`src/rtl/bioz_sig_clkgen.sv`:
```
// bioz_sig_clkgen: quadrature (I/Q) excitation clock generator for the BioZ path.
// Optional 16-bit period counter output is enabled by defining BIOZ_CLKGEN_PCNT_EN.
module bioz_sig_clkgen #(
   parameter int BASE_QUARTER = 1,
   parameter int FSEL_MAX     = 11,
   parameter int CNT_W        = 16
) (
   input  logic        clk,
   input  logic        rst,
   input  logic [3:0]  Fsel,
   input  logic        enable,
   output logic        clk_i,
   output logic        clk_q,
   output logic        period_tick,
   output logic [3:0]  fsel_active,
`ifdef BIOZ_CLKGEN_PCNT_EN
   output logic [15:0] period_count,
`endif
   output logic        running
);

   typedef enum logic [1:0] {
      ST_IDLE  = 2'd0,
      ST_RUN   = 2'd1,
      ST_DRAIN = 2'd2
   } state_t;

   state_t           state_r;
   logic [CNT_W-1:0] qcnt_r;
   logic [1:0]       ph_r;
   logic [3:0]       fcur_r;
   logic             start_r;

   logic [3:0]       fs_eff_s;
   logic [CNT_W-1:0] qlast_s;
   logic             qend_s;
   logic             pend_s;

   // Last quarter-count value for a given frequency code (Q-1), computed wide to avoid overflow.
   function automatic logic [CNT_W-1:0] quarter_last(input logic [3:0] fs);
      logic [31:0] q;
      q = 32'(BASE_QUARTER) << fs;
      return CNT_W'(q - 32'd1);
   endfunction

   // Clamp the requested code and detect quarter / period ends.
   always_comb begin
      if (Fsel > 4'(FSEL_MAX)) begin
         fs_eff_s = 4'(FSEL_MAX);
      end else begin
         fs_eff_s = Fsel;
      end
      qlast_s = quarter_last(fcur_r);
      qend_s  = (qcnt_r == qlast_s);
      pend_s  = qend_s && (ph_r == 2'd3);
   end

   // Phase sequencer: period boundaries are the only place frequency and run/stop change.
   always_ff @(posedge clk) begin
      if (rst) begin
         state_r <= ST_IDLE;
         qcnt_r  <= '0;
         ph_r    <= 2'd0;
         fcur_r  <= 4'd0;
         start_r <= 1'b0;
      end else begin
         start_r <= 1'b0;
         case (state_r)
            ST_IDLE: begin
               if (enable) begin
                  state_r <= ST_RUN;
                  qcnt_r  <= '0;
                  ph_r    <= 2'd0;
                  fcur_r  <= fs_eff_s;
                  start_r <= 1'b1;
               end
            end
            ST_RUN, ST_DRAIN: begin
               if (qend_s) begin
                  qcnt_r <= '0;
                  ph_r   <= ph_r + 2'd1;
               end else begin
                  qcnt_r <= qcnt_r + CNT_W'(1);
               end
               // Only a draining period that ends with enable still low returns to IDLE.
               if (pend_s && (state_r == ST_DRAIN) && !enable) begin
                  state_r <= ST_IDLE;
               end else begin
                  state_r <= enable ? ST_RUN : ST_DRAIN;
                  if (pend_s) begin
                     fcur_r  <= fs_eff_s;
                     start_r <= 1'b1;
                  end
               end
            end
            default: begin
               state_r <= ST_IDLE;
               qcnt_r  <= '0;
               ph_r    <= 2'd0;
            end
         endcase
      end
   end

   // Registered output decode of the sequencer state.
   always_ff @(posedge clk) begin
      if (rst) begin
         clk_i       <= 1'b0;
         clk_q       <= 1'b0;
         period_tick <= 1'b0;
         fsel_active <= 4'd0;
         running     <= 1'b0;
      end else begin
         if (state_r == ST_IDLE) begin
            clk_i       <= 1'b0;
            clk_q       <= 1'b0;
            fsel_active <= 4'd0;
            running     <= 1'b0;
         end else begin
            clk_i       <= ~ph_r[1];
            clk_q       <= ph_r[0] ^ ph_r[1];
            fsel_active <= fcur_r;
            running     <= 1'b1;
         end
         period_tick <= start_r;
      end
   end

`ifdef BIOZ_CLKGEN_PCNT_EN
   // Period counter: the first tick after a stopped output restarts it at zero.
   always_ff @(posedge clk) begin
      if (rst) begin
         period_count <= 16'd0;
      end else if (start_r) begin
         period_count <= running ? (period_count + 16'd1) : 16'd0;
      end else begin
         period_count <= period_count;
      end
   end
`endif

endmodule

```
`config.mk`:
```
export PLATFORM = sky130hd
export DESIGN_NAME = bioz_sig_clkgen
export DESIGN_NICKNAME = d
export VERILOG_FILES = /design/src/rtl/bioz_sig_clkgen.sv
export SDC_FILE = /design/constraint.sdc
export NUM_CORES = 1
export LEC_CHECK = 0
export ABC_AREA = 1
export CAP_MARGIN = 20
export CELL_PAD_IN_SITES_DETAIL_PLACEMENT = 1
export CELL_PAD_IN_SITES_GLOBAL_PLACEMENT = 2
export CORE_MARGIN = 4
export CORE_UTILIZATION = 34
export CTS_CLUSTER_DIAMETER = 120
export CTS_CLUSTER_SIZE = 24
export DETAILED_ROUTE_END_ITERATION = 10
export GPL_ROUTABILITY_DRIVEN = 0
export GPL_TIMING_DRIVEN = 0
export HOLD_SLACK_MARGIN = 0.03
export PLACE_DENSITY = 0.85
export SYNTH_ARGS = -nofsm -noshare
export SYNTH_HDL_FRONTEND = slang
export SYNTH_SLANG_ARGS = --single-unit
```
`constraint.sdc`:
```
create_clock -name clk -period 3.6 [get_ports clk]
set_input_delay 0.36 -clock clk [delete_from_list [all_inputs] [get_ports clk]]
set_output_delay 0.36 -clock clk [all_outputs]
set_load 0.05 [all_outputs]
```
# Word level (Yosys, flattened, before mapping)
# Index checks and enable logic that the tools add are counted.
dict set report classes {
  addsub 3
  n_mul 0
  div 0
  order_cmp 1
  n_eq_ne 8
  shifts 1
  muxes 20
  bitwise_logic 2
  reduce_logical 10
}
# cell n
set op_table {}
lappend op_table {{$mux W16} 2}
lappend op_table {{$pmux W16 S2} 1}
lappend op_table {{$add A16 B1 Y16 const B} 1}
lappend op_table {{$eq A16 B16 Y1} 1}
lappend op_table {{$mux W4} 4}
lappend op_table {{$shl A1 B4 Y16 const A} 1}
lappend op_table {{$sub A16 B1 Y16 const B} 1}
lappend op_table {{$mux W2} 5}
lappend op_table {{$ne A2 B2 Y1 const B} 4}
lappend op_table {{$pmux W2 S2} 2}
lappend op_table {{$pmux W4 S2} 1}
lappend op_table {{$eq A2 B2 Y1 const B} 2}
lappend op_table {{$gt A4 B4 Y1 const B} 1}
lappend op_table {{$mux W1} 4}
lappend op_table {{$reduce_and A4 Y1} 1}
lappend op_table {{$reduce_or A2 Y1} 2}
lappend op_table {{$logic_and A1 B1 Y1} 3}
lappend op_table {{$add A2 B1 Y2 const B} 1}
lappend op_table {{$eq A2 B1 Y1 const B} 1}
lappend op_table {{$logic_not A2 Y1} 1}
lappend op_table {{$pmux W1 S2} 1}
lappend op_table {{$reduce_and A2 Y1} 1}
lappend op_table {{$reduce_bool A2 Y1} 1}
lappend op_table {{$logic_not A1 Y1} 1}
lappend op_table {{2 further kinds} 2}
dict set report word_totals {
  register_bits 33
  latch_bits 0
  mem_bits_rw 0
  rom_bits 0
  input_bits 7
  wordCells 55
  memories 0
}

# Longest topological paths before layout
dict set report logic_depth {
  ltp_word 8
  depth_mapped 19
}

# Worst setup path before layout
# No wires, ideal clock.
dict set report synth_path {
  kind {flip-flop to flip-flop}
  startpoint {reg fcur_r[3]}
  endpoint {reg ph_r[1]}
  arrival_ns 2.006
  required_ns 3.482
  path_slack_ns 1.476
  stages_incl_launch_ff 18
  n_path_buf 2
  period_less_slack_ns 2.124
  path_cell_list {dfxtp_1 -> buf_2 -> nor2_2 -> nand2_1 -> ha_1 -> inv_1 -> nand2_1 -> nand2_1 -> nand2_1 -> nand2_1 -> nand2_1 -> nor2_1 -> nand3_2 -> o21ai_2 -> nand2_2 -> nand2_4 -> buf_6 -> a21oi_2}
}
dict set report synth_via {
  elab_chain_cells 5
}
# element line
set synth_rtl {}
lappend synth_rtl {{start: declaration} 31} ;# logic [3:0] fcur_r;
lappend synth_rtl {{start signal: assignment} 74} ;# fcur_r <= fs_eff_s;
lappend synth_rtl {{start signal: assignment} 91} ;# fcur_r <= fs_eff_s;
lappend synth_rtl {{$shl A1 B4 Y16} 42} ;# q = 32'(BASE_QUARTER) << fs;
lappend synth_rtl {{$sub A16 B1 Y16} 43} ;# return CNT_W'(q - 32'd1);
lappend synth_rtl {{$eq A16 B16 Y1} 54} ;# qend_s = (qcnt_r == qlast_s);
lappend synth_rtl {{$ne A2 B2 Y1 (no source line)} --}
lappend synth_rtl {{$reduce_and A2 Y1 (no source line)} --}
lappend synth_rtl {{end signal: assignment} 81} ;# ph_r <= ph_r + 2'd1;
lappend synth_rtl {{end: declaration} 30} ;# logic [1:0] ph_r;
# Every way passes these cells.
# A chain may end at the register's enable or synchronous reset.

# Final worst setup path
dict set report layout_path {
  startpoint {reg fcur_r[3]}
  endpoint {reg qcnt_r[8]}
}
dict set report layout_via {
  elab_chain_cells 5
}
# element line
set layout_rtl {}
lappend layout_rtl {{$shl A1 B4 Y16} 42}
lappend layout_rtl {{$sub A16 B1 Y16} 43}
lappend layout_rtl {{$eq A16 B16 Y1} 54}
lappend layout_rtl {{$mux W16} 79} ;# if (qend_s) begin
lappend layout_rtl {{$pmux W16 S2} 68} ;# case (state_r)
lappend layout_rtl {{end signal: assignment} 83} ;# qcnt_r <= qcnt_r + CNT_W'(1);
lappend layout_rtl {{end: declaration} 29} ;# logic [CNT_W-1:0] qcnt_r;
# Every way passes these cells.

==> flow_metrics.py <==
metrics = {
    "route": {
        "via_count": 1885,
        "routed_via_density": 4.81,
        "wl_met1_um": 2430,
        "top_layer": "met4",
        "dr.pass1.iters": 4,
        "drt-wirelength-per-cell_um": 12.9,
        "drc": 0,
        "route.final.wire_length_um": 5040,
        "met3_length_um": 144,
        "met2_length_um": 2420,
        "initialDrtViolationCount": 63,
        "antenna_left": 0,
    },
    "synthesis": {
        "ys_seq_area_share_pct": 34.2,
        "synth_top_area_share_pct": 34.2,
        "yosysTopAreaCell": "dfxtp_1",
        "synth_common_cells": "nand2_1, nor2_1, inv_1, dfxtp_1, nand3_1",
        "ys_async_sr_fraction_pct": 0,
        "syn_avg_cell_area_um2": 6.48,
        "yosys-top-cells-area": "dfxtp_1, nand2_1, nor2_1",
        "synthFlopType": "dfxtp_1",
        "ys_seq_elements": 33,
        "synth.most_common_cell": "nand2_1",
        "syn_nets": 311,
        "syn-instance-count": 298,
        "synth_area_um2": 1930,
        "ys_types": 29,
        "synth_edf_count": 0,
        "yosys_warnings": 0,
    },
    "cells_and_area": {
        "syn_to_final_growth_pct": 16.2,
        "num_antenna_cells": 0,
        "fillers": 742,
        "drive_gt1_share_pct": 7.50,
        "final_nets": 332,
    },
    "hold_path": {
        "hp-class": "reg2reg",
        "min_from": "start_r",
        "holdPathStages": 2,
        "hold_end": "period_tick",
    },
    "clock_tree": {
        "clock_latency_ns": 0.28,
        "clock_path_buffers": 2,
        "htreeDepth": 2,
        "tritoncts": "done",
        "numCtsBuffers": 5,
        "cts_root_buf": "clkbuf_8",
        "clock_sinks": 33,
        "hold_buffers": 0,
        "postCtsSetupBuffers": 0,
        "clk_transition_reported_paths_ns": 0.07,
        "ctsResizeCount": 0,
    },
    "setup_path": {
        "cp_top_family": "simple AND/OR/NAND/NOR gates",
        "r2r_end": "qcnt_r[8]",
        "ff2ff_setup_slack_ns": 1.07,
        "path_max_fanout": 10,
        "slowest_stage": "dfxtp_1",
        "required_ns": 3.77,
        "crit_chain": "buf_2, nor2_2, nand2_1, ha_1, inv_1, nand2_1, nand2_1, nand2_1, nand2_1, nand2_1, nor2_1, nand3_2, o21ai_2, nand2_2, nand2_4, buf_6, nor2_1",
        "slowest_delay_ns": 0.29,
        "arrival_ns": 2.70,
        "crit_path_frequent_cell": "nand2_1",
        "worst-path-buf-inv": 3,
        "end_kind": "register",
        "startpoint_type": "register",
        "r2r_start": "fcur_r[3]",
        "critical_path_class": "reg2reg",
        "rr_worst_depth": 17,
    },
    "sta": {
        "skew_ns": 0.00630,
        "rsz0062_at_grt": "false",
        "setup_viol": 0,
        "maxSlewViolCount": 0,
        "max_freq_ghz": 0.395,
        "maxSlewHeadroom_pct": 66.3,
        "fin_crit_ns": 2.53,
        "tightest_slew_ns": 0.504,
        "fin_hold_ws_ns": 0.407,
        "final-hold-violation-count": 0,
        "finalSetupTns_ns": 0,
        "finalCritPeriodShare_pct": 70.3,
    },
    "pwr": {
        "power.leakage_nw": 0.957,
        "ir_drop_uv": 213,
        "power_density_nw_per_um2": 409,
    },
    "global_route": {
        "grt_pass1_wl_um": 8910,
        "grt_pass1_vias": 1900,
        "grt.total_usage_pct": 15.6,
        "grt_max_degree": 11,
        "globalRouteOverflowTotal": 0,
        "antenna_found_initial": 0,
    },
    "floorplan": {
        "start_util_pct": 35.1,
        "die_w_um": 83.4,
        "die_h_um": 83.4,
        "core_um2": 5510,
        "rows": 27,
        "io-pin-count": 15,
        "dieArea_um2": 6950,
    },
    "placement": {
        "dpl.hpwl_um": 4180,
        "port_buffers": 14,
    },
    "run": {
        "max_cap_viol_count": 0,
    },
    "outcome": {
        "run_status": "finished clean",
    },
}
==> worst max-delay path by stage <==
stage | startpoint | end | slack [ns] | depth (start not counted)
after floorplan | fcur_r[3] | ph_r[1] | 1.48 | 17
after global placement | fcur_r[3] | ph_r[1] | 1.04 | 17
after detailed placement | fcur_r[3] | ph_r[1] | 1.04 | 17
after CTS | fcur_r[3] | qcnt_r[8] | 1.03 | 17
after global routing | fcur_r[1] | qcnt_r[8] | 0.79 | 16
final | fcur_r[3] | qcnt_r[8] | 1.07 | 17
==> layout by cell type (no fill, tap or decap), types with 3 or more instances in the layout <==
| cell type | count |
|---|---|
| nand2_1 | 81 |
| nor2_1 | 45 |
| inv_1 | 37 |
| dfxtp_1 | 33 |
| nand3_1 | 27 |
| clkdlybuf4s50_1 | 14 |
| a21oi_1 | 13 |
| nor3_1 | 7 |
| xor2_1 | 7 |
| o21ai_0 | 6 |
| ha_1 | 6 |
| nand4_1 | 5 |
| clkbuf_8 | 5 |
| nor3b_1 | 4 |
| nor2_2 | 3 |
| inv_2 | 3 |
| nor4_1 | 3 |
==> per-stage QoR <==
stage	cells	total power [mW]	cell area, µm²	setup slack (ns)	utilization (%)
floorplan	298	0.592	1930	1.48	-
global placement	384	0.661	2160	1.04	39.2
detailed placement	384	0.665	2160	1.04	39.2
CTS	392	0.934	2240	1.03	40.7
global route	392	0.992	2240	0.793	40.7
finish	392	0.918	2240	1.07	40.7
==> power breakdown <==
| part | total [mW] | internal, mW | switching (mW) |
|---|---|---|---|
| combinational | 0.254 | 0.0847 | 0.169 |
| clock | 0.266 | 0.134 | 0.132 |
| sequential | 0.398 | 0.380 | 0.0180 |
==> cell families (layout without fill, tap and decap cells) <==
group | count (synthesis) | count (layout) | share of synthesized area (%)
and+or+nand+nor | 183 | 183 | 42.3
DFF | 33 | 33 | 34.2
AOI/OAI and AO/OA | 25 | 25 | 7.19
adders and majority gates | 6 | 6 | 3.89
xor gates and xnor gates | 8 | 8 | 3.63
buffers and inverters | 43 | 65 | 8.81
==> flip-flops by register name (all words and copies together), names as in the netlist <==
name and count:
qcnt_r 16, running 1, fsel_active 4, clk_i 1, ph_r 2, period_tick 1
state_r 2, fcur_r 4, start_r 1, clk_q 1
==> final cells by class <==
| class | count | area [µm²] | area share, % |
|---|---|---|---|
| Sequential cell | 33 | 661 | 29.4 |
| Clock inverter | 2 | 10.0 | 0.446 |
| Tap cell | 72 | 90.1 | 4.02 |
| Multi-Input combinational cell | 222 | 1100 | 49.0 |
| Buffer | 2 | 16.3 | 0.725 |
| Timing Repair Buffer | 14 | 140 | 6.25 |
| Clock buffer | 6 | 72.6 | 3.23 |
| Inverter | 41 | 154 | 6.86 |
==> metal layers <==
metal,GRT usage [%],up-vias
met5,0,-
met4,3.57,0
met3,3.17,4
met2,27.2,22
met1,19.6,865
li1,-,994
==> worst min-delay path, stage by stage, from the launching register on <==
cell and delay (ns):
dfxtp_1 0.30, inv_1 0.04, nor2_1 0.03
No activity file was read; power rests on OpenSTA's default activity.
